$ cat src/rtl/osu_pkg.sv
// Shared OSU stream constants, FSM state type and lane accessor.
package osu_pkg;

    localparam int unsigned OSU_BEAT_W            = 384;
    localparam int unsigned OSU_BEAT_BYTES        = 48;
    localparam int unsigned OSU_HDR_BYTES         = 7;
    localparam int unsigned OSU_BEATS             = 4;
    localparam int unsigned OSU_HDR_PAYLOAD_BYTES = 41;

    typedef enum logic {HUNT, LOCKED} osu_state_e;

    // Lane 0 is the most significant byte (first on the wire).
    function automatic logic [7:0] osu_lane(input logic [OSU_BEAT_W-1:0] beat,
                                            input int unsigned           k);
        return beat[OSU_BEAT_W-1-8*k -: 8];
    endfunction

endpackage

$ cat src/rtl/osu_seq_cmp.sv
// Combinational check of a beat against an ascending byte sequence from a seed.
module osu_seq_cmp
    import osu_pkg::*;
(
    input  logic [OSU_BEAT_W-1:0] beat,
    input  logic [7:0]            seed,
    input  logic [5:0]            first_lane,
    output logic                  mismatch,
    output logic                  hdr_zero
);

    always_comb begin
        mismatch = 1'b0;
        hdr_zero = 1'b1;
        for (int unsigned k = 0; k < OSU_BEAT_BYTES; k++) begin
            if (k < OSU_HDR_BYTES && osu_lane(beat, k) != 8'h00)
                hdr_zero = 1'b0;
            if (k >= 32'(first_lane) &&
                osu_lane(beat, k) != seed + 8'(k) - 8'(first_lane))
                mismatch = 1'b1;
        end
    end

endmodule

$ cat src/rtl/osu_data_check.sv
// OSU receive checker: frame lock, header/payload sequence check, frame and error counters.
module osu_data_check
    import osu_pkg::*;
#(
    parameter int CNT_W = 16
) (
    input  logic                  clk,
    input  logic                  rst,
    input  logic                  in_valid,
    input  logic [OSU_BEAT_W-1:0] in_data,
    output logic                  locked,
    output logic                  frame_done,
    output logic                  frame_good,
    output logic                  hdr_err,
    output logic                  pay_err,
    output logic [CNT_W-1:0]      frame_count,
    output logic [CNT_W-1:0]      err_count
);

    osu_state_e state, state_next;
    logic [1:0] beat_idx, beat_idx_next;
    logic [7:0] exp_byte, exp_byte_next;
    logic       frame_bad, frame_bad_next;

    logic hunt_mismatch, hunt_hdr_zero;
    logic trk_mismatch, trk_hdr_zero;
    logic done_next, good_next, hdr_next, pay_next, err_inc;

    // Hunt search seeds from the beat's own lane 7 to find any header-like beat.
    osu_seq_cmp u_hunt_cmp (
        .beat       (in_data),
        .seed       (osu_lane(in_data, OSU_HDR_BYTES)),
        .first_lane (6'(OSU_HDR_BYTES)),
        .mismatch   (hunt_mismatch),
        .hdr_zero   (hunt_hdr_zero)
    );

    osu_seq_cmp u_trk_cmp (
        .beat       (in_data),
        .seed       (exp_byte),
        .first_lane ((beat_idx == 2'd0) ? 6'(OSU_HDR_BYTES) : 6'd0),
        .mismatch   (trk_mismatch),
        .hdr_zero   (trk_hdr_zero)
    );

    always_ff @(posedge clk) begin
        if (rst) begin
            state     <= HUNT;
            beat_idx  <= '0;
            exp_byte  <= '0;
            frame_bad <= 1'b0;
        end else begin
            state     <= state_next;
            beat_idx  <= beat_idx_next;
            exp_byte  <= exp_byte_next;
            frame_bad <= frame_bad_next;
        end
    end

    always_comb begin
        state_next     = state;
        beat_idx_next  = beat_idx;
        exp_byte_next  = exp_byte;
        frame_bad_next = frame_bad;
        if (in_valid) begin
            case (state)
                HUNT: begin
                    if (hunt_hdr_zero && !hunt_mismatch) begin
                        state_next     = LOCKED;
                        beat_idx_next  = 2'd1;
                        exp_byte_next  = osu_lane(in_data, OSU_BEAT_BYTES - 1) + 8'd1;
                        frame_bad_next = 1'b0;
                    end
                end
                LOCKED: begin
                    if (beat_idx == 2'd0 && !trk_hdr_zero) begin
                        state_next    = HUNT;
                        beat_idx_next = 2'd0;
                    end else begin
                        exp_byte_next  = exp_byte + ((beat_idx == 2'd0) ?
                                         8'(OSU_HDR_PAYLOAD_BYTES) : 8'(OSU_BEAT_BYTES));
                        frame_bad_next = frame_bad | trk_mismatch;
                        if (beat_idx == 2'(OSU_BEATS - 1)) begin
                            beat_idx_next  = 2'd0;
                            frame_bad_next = 1'b0;
                        end else begin
                            beat_idx_next = beat_idx + 2'd1;
                        end
                    end
                end
                default: state_next = HUNT;
            endcase
        end
    end

    always_comb begin
        hdr_next  = in_valid && state == LOCKED && beat_idx == 2'd0 && !trk_hdr_zero;
        pay_next  = in_valid && state == LOCKED && !hdr_next && trk_mismatch;
        done_next = in_valid && state == LOCKED && beat_idx == 2'(OSU_BEATS - 1);
        good_next = done_next && !(frame_bad || trk_mismatch);
        err_inc   = hdr_next || (done_next && !good_next);
    end

    always_ff @(posedge clk) begin
        if (rst) begin
            locked      <= 1'b0;
            frame_done  <= 1'b0;
            frame_good  <= 1'b0;
            hdr_err     <= 1'b0;
            pay_err     <= 1'b0;
            frame_count <= '0;
            err_count   <= '0;
        end else begin
            locked     <= (state_next == LOCKED);
            frame_done <= done_next;
            frame_good <= good_next;
            hdr_err    <= hdr_next;
            pay_err    <= pay_next;
            if (done_next && frame_count != '1)
                frame_count <= frame_count + 1'b1;
            if (err_inc && err_count != '1)
                err_count <= err_count + 1'b1;
        end
    end

endmodule
$ cat config.mk
export PLATFORM = sky130hd
export DESIGN_NAME = osu_data_check
export DESIGN_NICKNAME = d
export VERILOG_FILES = /design/src/rtl/osu_pkg.sv /design/src/rtl/osu_seq_cmp.sv /design/src/rtl/osu_data_check.sv
export SDC_FILE = /design/constraint.sdc
export NUM_CORES = 1
export LEC_CHECK = 0
export ABC_AREA = 1
export CAP_MARGIN = 20
export CORE_MARGIN = 2
export CORE_UTILIZATION = 35
export CTS_CLUSTER_SIZE = 14
export DETAILED_ROUTE_END_ITERATION = 12
export PLACE_DENSITY = 0.59
export SLEW_MARGIN = 20
export SYNTH_ARGS = -nofsm -noshare
export SYNTH_HDL_FRONTEND = slang
export SYNTH_SLANG_ARGS = --single-unit
$ cat constraint.sdc
create_clock -name clk -period 4.07 [get_ports clk]
set_clock_uncertainty 0.05 [all_clocks]
set_input_delay 0.814 -clock clk [delete_from_list [all_inputs] [get_ports clk]]
set_output_delay 0.814 -clock clk [all_outputs]
set_load 0.1 [all_outputs]
==> run summary <==
status - finished with violations
failing checks - negative setup slack
RSZ-0062 raised after global routing - true
vias per inst - 5.514
Avg WL per Cell - 25.18 um
I/O pin count - 424
IO buf count - 423
DP HPWL - 120,300 um
worst path bufs/invs - 5
mean post-synth cell area - 5.095 um^2
r2r setup slk - -0.15 ns
CTS Hold Bufs - 0
Initial DRT Pass Iterations - 6
GPL Wtd Cong - 1.121
die footprint - 59,390 um^2
clock latency on the worst-skew pair - 0.29 ns
CP Max Fanout - 8
setup slack after layout - -0.1471 ns
Worst Tran Pin Value - 1.024 ns
number of fill cells - 6,096
initial antenna violation count - 3
final core occ - 52.46%
wl on met1 - 53,370 um
routed wire length on met3 - 13,650 um
cells after synthesis - 3,947
grt ovf - 0
Max-Cap Viols - 0
P_leak - 14.35 nW
power per cell area - 106.1 nW/um^2
Cell Area, Synth - 20,110 um^2
CTS sink count - 48
fin crit share - 103.6%
vias in the first global route - 27,720
Yosys top cell by area - nand2_1
Synth area leaders - nand2_1, nand3_1, xor2_1
Worst setup SP type - flip-flop
Root Buffer - clkbuf_16
Iter 0 DRT Violations - 3,493
Rows - 87
GRT Resource Usage Total - 44.28%
CP required - 4.23 ns
htree depth - 2
Post-synth top flop - dfxtp_1
FF-to-FF path depth - 26
CTS tree - done
R2R Path End - err_count[7]$_SDFFE_PP0P_
max layer used - met5
share of synthesized registers carrying an async set or reset - 0%
Final min period - 4.217 ns
Die Wd - 243.7 um
Die Ht - 243.7 um
register area share after synthesis - 4.778%
largest stage delay on the critical path - 0.59 ns
Hold Crit Class - reg -> reg
Syn. warnings - 0
layout cells sized above 1 - 16.34%
WS Path Type - reg -> reg
Worst path top cell family by delay - simple AND/OR/NAND/NOR gates
top-count cell post-synth - nand2_1
Fmax achieved - 0.2371 GHz
Arr. time, crit path - 4.38 ns
first-pass GRT wire length - 191,500 um
hold_sp - frame_count[13]$_SDFFE_PP0P_
Slew Viols, Final - 0
TritonCTS Buffers - 5
post-synthesis register bit count - 48
Netlist cell types - 51
WHS Path Cells - 2
slowest stage cell, crit path - fa_2
Reg-to-Reg Start - beat_idx[0]$_SDFFE_PP0P_
Remaining DRCs - 0
Final nets - 5,222
area delta synth->final - 47.65%
Initial Util - 35.53%
core area - 56,600 um^2
maximum VDD drop - 0.1428 mV
via count - 30,440
setup_tns - -1.970 ns
largest net degree at the start of global routing - 51
EDFF count, synth - 0
clock buffer depth - 2
post-synth top area share - 27.19%
syn nets - 4,407
hold-critical path endpoint - frame_count[13]$_SDFFE_PP0P_
WL final - 139,000 um
Final Setup Violations - 18
met2 WL - 58,740 um
Crit. End Element - flip-flop
final hold vios - 0
Commonest cells post-synth - nand2_1, nand3_1, inv_1
post-route antenna net violation count - 0
Worst-path clk slew - 0.07 ns
max_slew headroom - 31.52%
routing by layer:
layer / vias to the layer above / track usage, %
met2: 1944 / 68.29
met1: 13780 / 55.63
met4: 2 / 33.59
li1: 14270 / -
met5: - / 0
met3: 440 / 6.389
cells by family after synthesis:
logic type | count (synthesis) | synth area share, %
buffers and inverters | 563 | 11.40
AO/OA/AOI/OAI | 388 | 11.11
XOR/XNOR | 310 | 13.50
adder cells (fa/ha/maj) | 73 | 4.878
flip-flops | 48 | 4.778
AND/OR/NAND/NOR | 2565 | 54.33
per-stage QoR:
stage / instance area (um^2) / setup slack [ns] / total power [mW] / cells / hold WS, ns
final: 29690 / -0.1471 / 3.149 / 5520 / 0.4310
after global routing: 29690 / -0.2480 / 3.253 / 5520 / 0.4592
after CTS: 29190 / 0.01121 / 3.055 / 5508 / 0.4375
after detailed placement: 28480 / -0.8689 / 2.617 / 5490 / 0.4274
after global placement: 28480 / -0.8783 / 2.631 / 5490 / 0.4243
after floorplan: 20120 / 0.01290 / 1.316 / 3947 / 0.4214
report_power, final:
part	switching (mW)	total (mW)	internal, mW
sequential	0.000000000000000209	0.469	0.469
combinational	1.34	2.28	0.942
clock	0.177	0.401	0.223
total	1.51	3.15	1.63
worst reg2reg max path, cell delays in order, from the launching register on:
cell and delay (ns):
dfxtp_2 0.32, inv_2 0.09, ha_4 0.17, inv_6 0.05, ha_4 0.28, inv_4 0.08, ha_4 0.15, inv_4 0.04
fa_2 0.59, buf_6 0.14, xor2_2 0.17, nand2_1 0.09, nor2_2 0.14, nand2_1 0.06, nor2_1 0.12, nand2_1 0.10
nor2_2 0.17, nand3_4 0.13, nor2_1 0.13, nand3_1 0.13, nor2_4 0.21, nand4_4 0.15, nand2_4 0.11, nand2_8 0.10
nand2_8 0.15, nand2_2 0.08, a21oi_2 0.14
registers in the layout, summed over array words and instances (netlist names):
register	count
frame_bad	1
frame_good	1
exp_byte	8
hdr_err	1
frame_count	16
locked	1
err_count	16
frame_done	1
pay_err	1
beat_idx	2
placed cells by master, fill, tap and decap left out, types with 20 or more instances in the layout:
| cell type | instances |
|---|---|
| a21oi_1 | 59 |
| a21oi_2 | 26 |
| buf_4 | 471 |
| buf_6 | 20 |
| clkdlybuf4s50_1 | 416 |
| dfxtp_1 | 46 |
| ha_1 | 44 |
| inv_1 | 391 |
| inv_2 | 34 |
| nand2_1 | 1432 |
| nand2_2 | 35 |
| nand3_1 | 419 |
| nand3b_1 | 56 |
| nand4_1 | 102 |
| nor2_1 | 373 |
| nor2_2 | 39 |
| nor3_1 | 30 |
| o21ai_0 | 165 |
| o21ai_1 | 36 |
| o22ai_1 | 42 |
| or2_2 | 20 |
| xnor2_1 | 90 |
| xor2_1 | 206 |
worst max path at each step:
stage,start,end,cells after the start
after global routing,beat_idx[0]$_SDFFE_PP0P_,err_count[7]$_SDFFE_PP0P_,26
final,beat_idx[0]$_SDFFE_PP0P_,err_count[7]$_SDFFE_PP0P_,26
after CTS,in_data[323],exp_byte[2]$_SDFFE_PP0P_,24
after floorplan,beat_idx[0]$_SDFFE_PP0P_,err_count[4]$_SDFFE_PP0P_,32
after global placement,in_data[321],frame_bad$_SDFFE_PP0P_,22
after detailed placement,in_data[322],frame_bad$_SDFFE_PP0P_,20
what timing repair did:
action,in CTS,in global routing
setup endpoints to repair,30,29
gates cloned,1,1
gates resized for setup,133,109
pin swaps,17,53
buffers inserted,10,9
area by class of cell:
class | count | area (um^2) | area share (%)
Clock inverter | 2 | 12.51 | 0.04214
Clock buffer | 5 | 125.1 | 0.4214
Timing Repair Buffer | 934 | 8371 | 28.19
Inverter | 436 | 1662 | 5.596
Antenna cell | 2 | 5.005 | 0.01685
Tap cell | 756 | 945.9 | 3.186
Sequential cell | 48 | 963.4 | 3.245
Multi-Input combinational cell | 3337 | 17610 | 59.30
No activity file was read; power rests on OpenSTA's default activity.
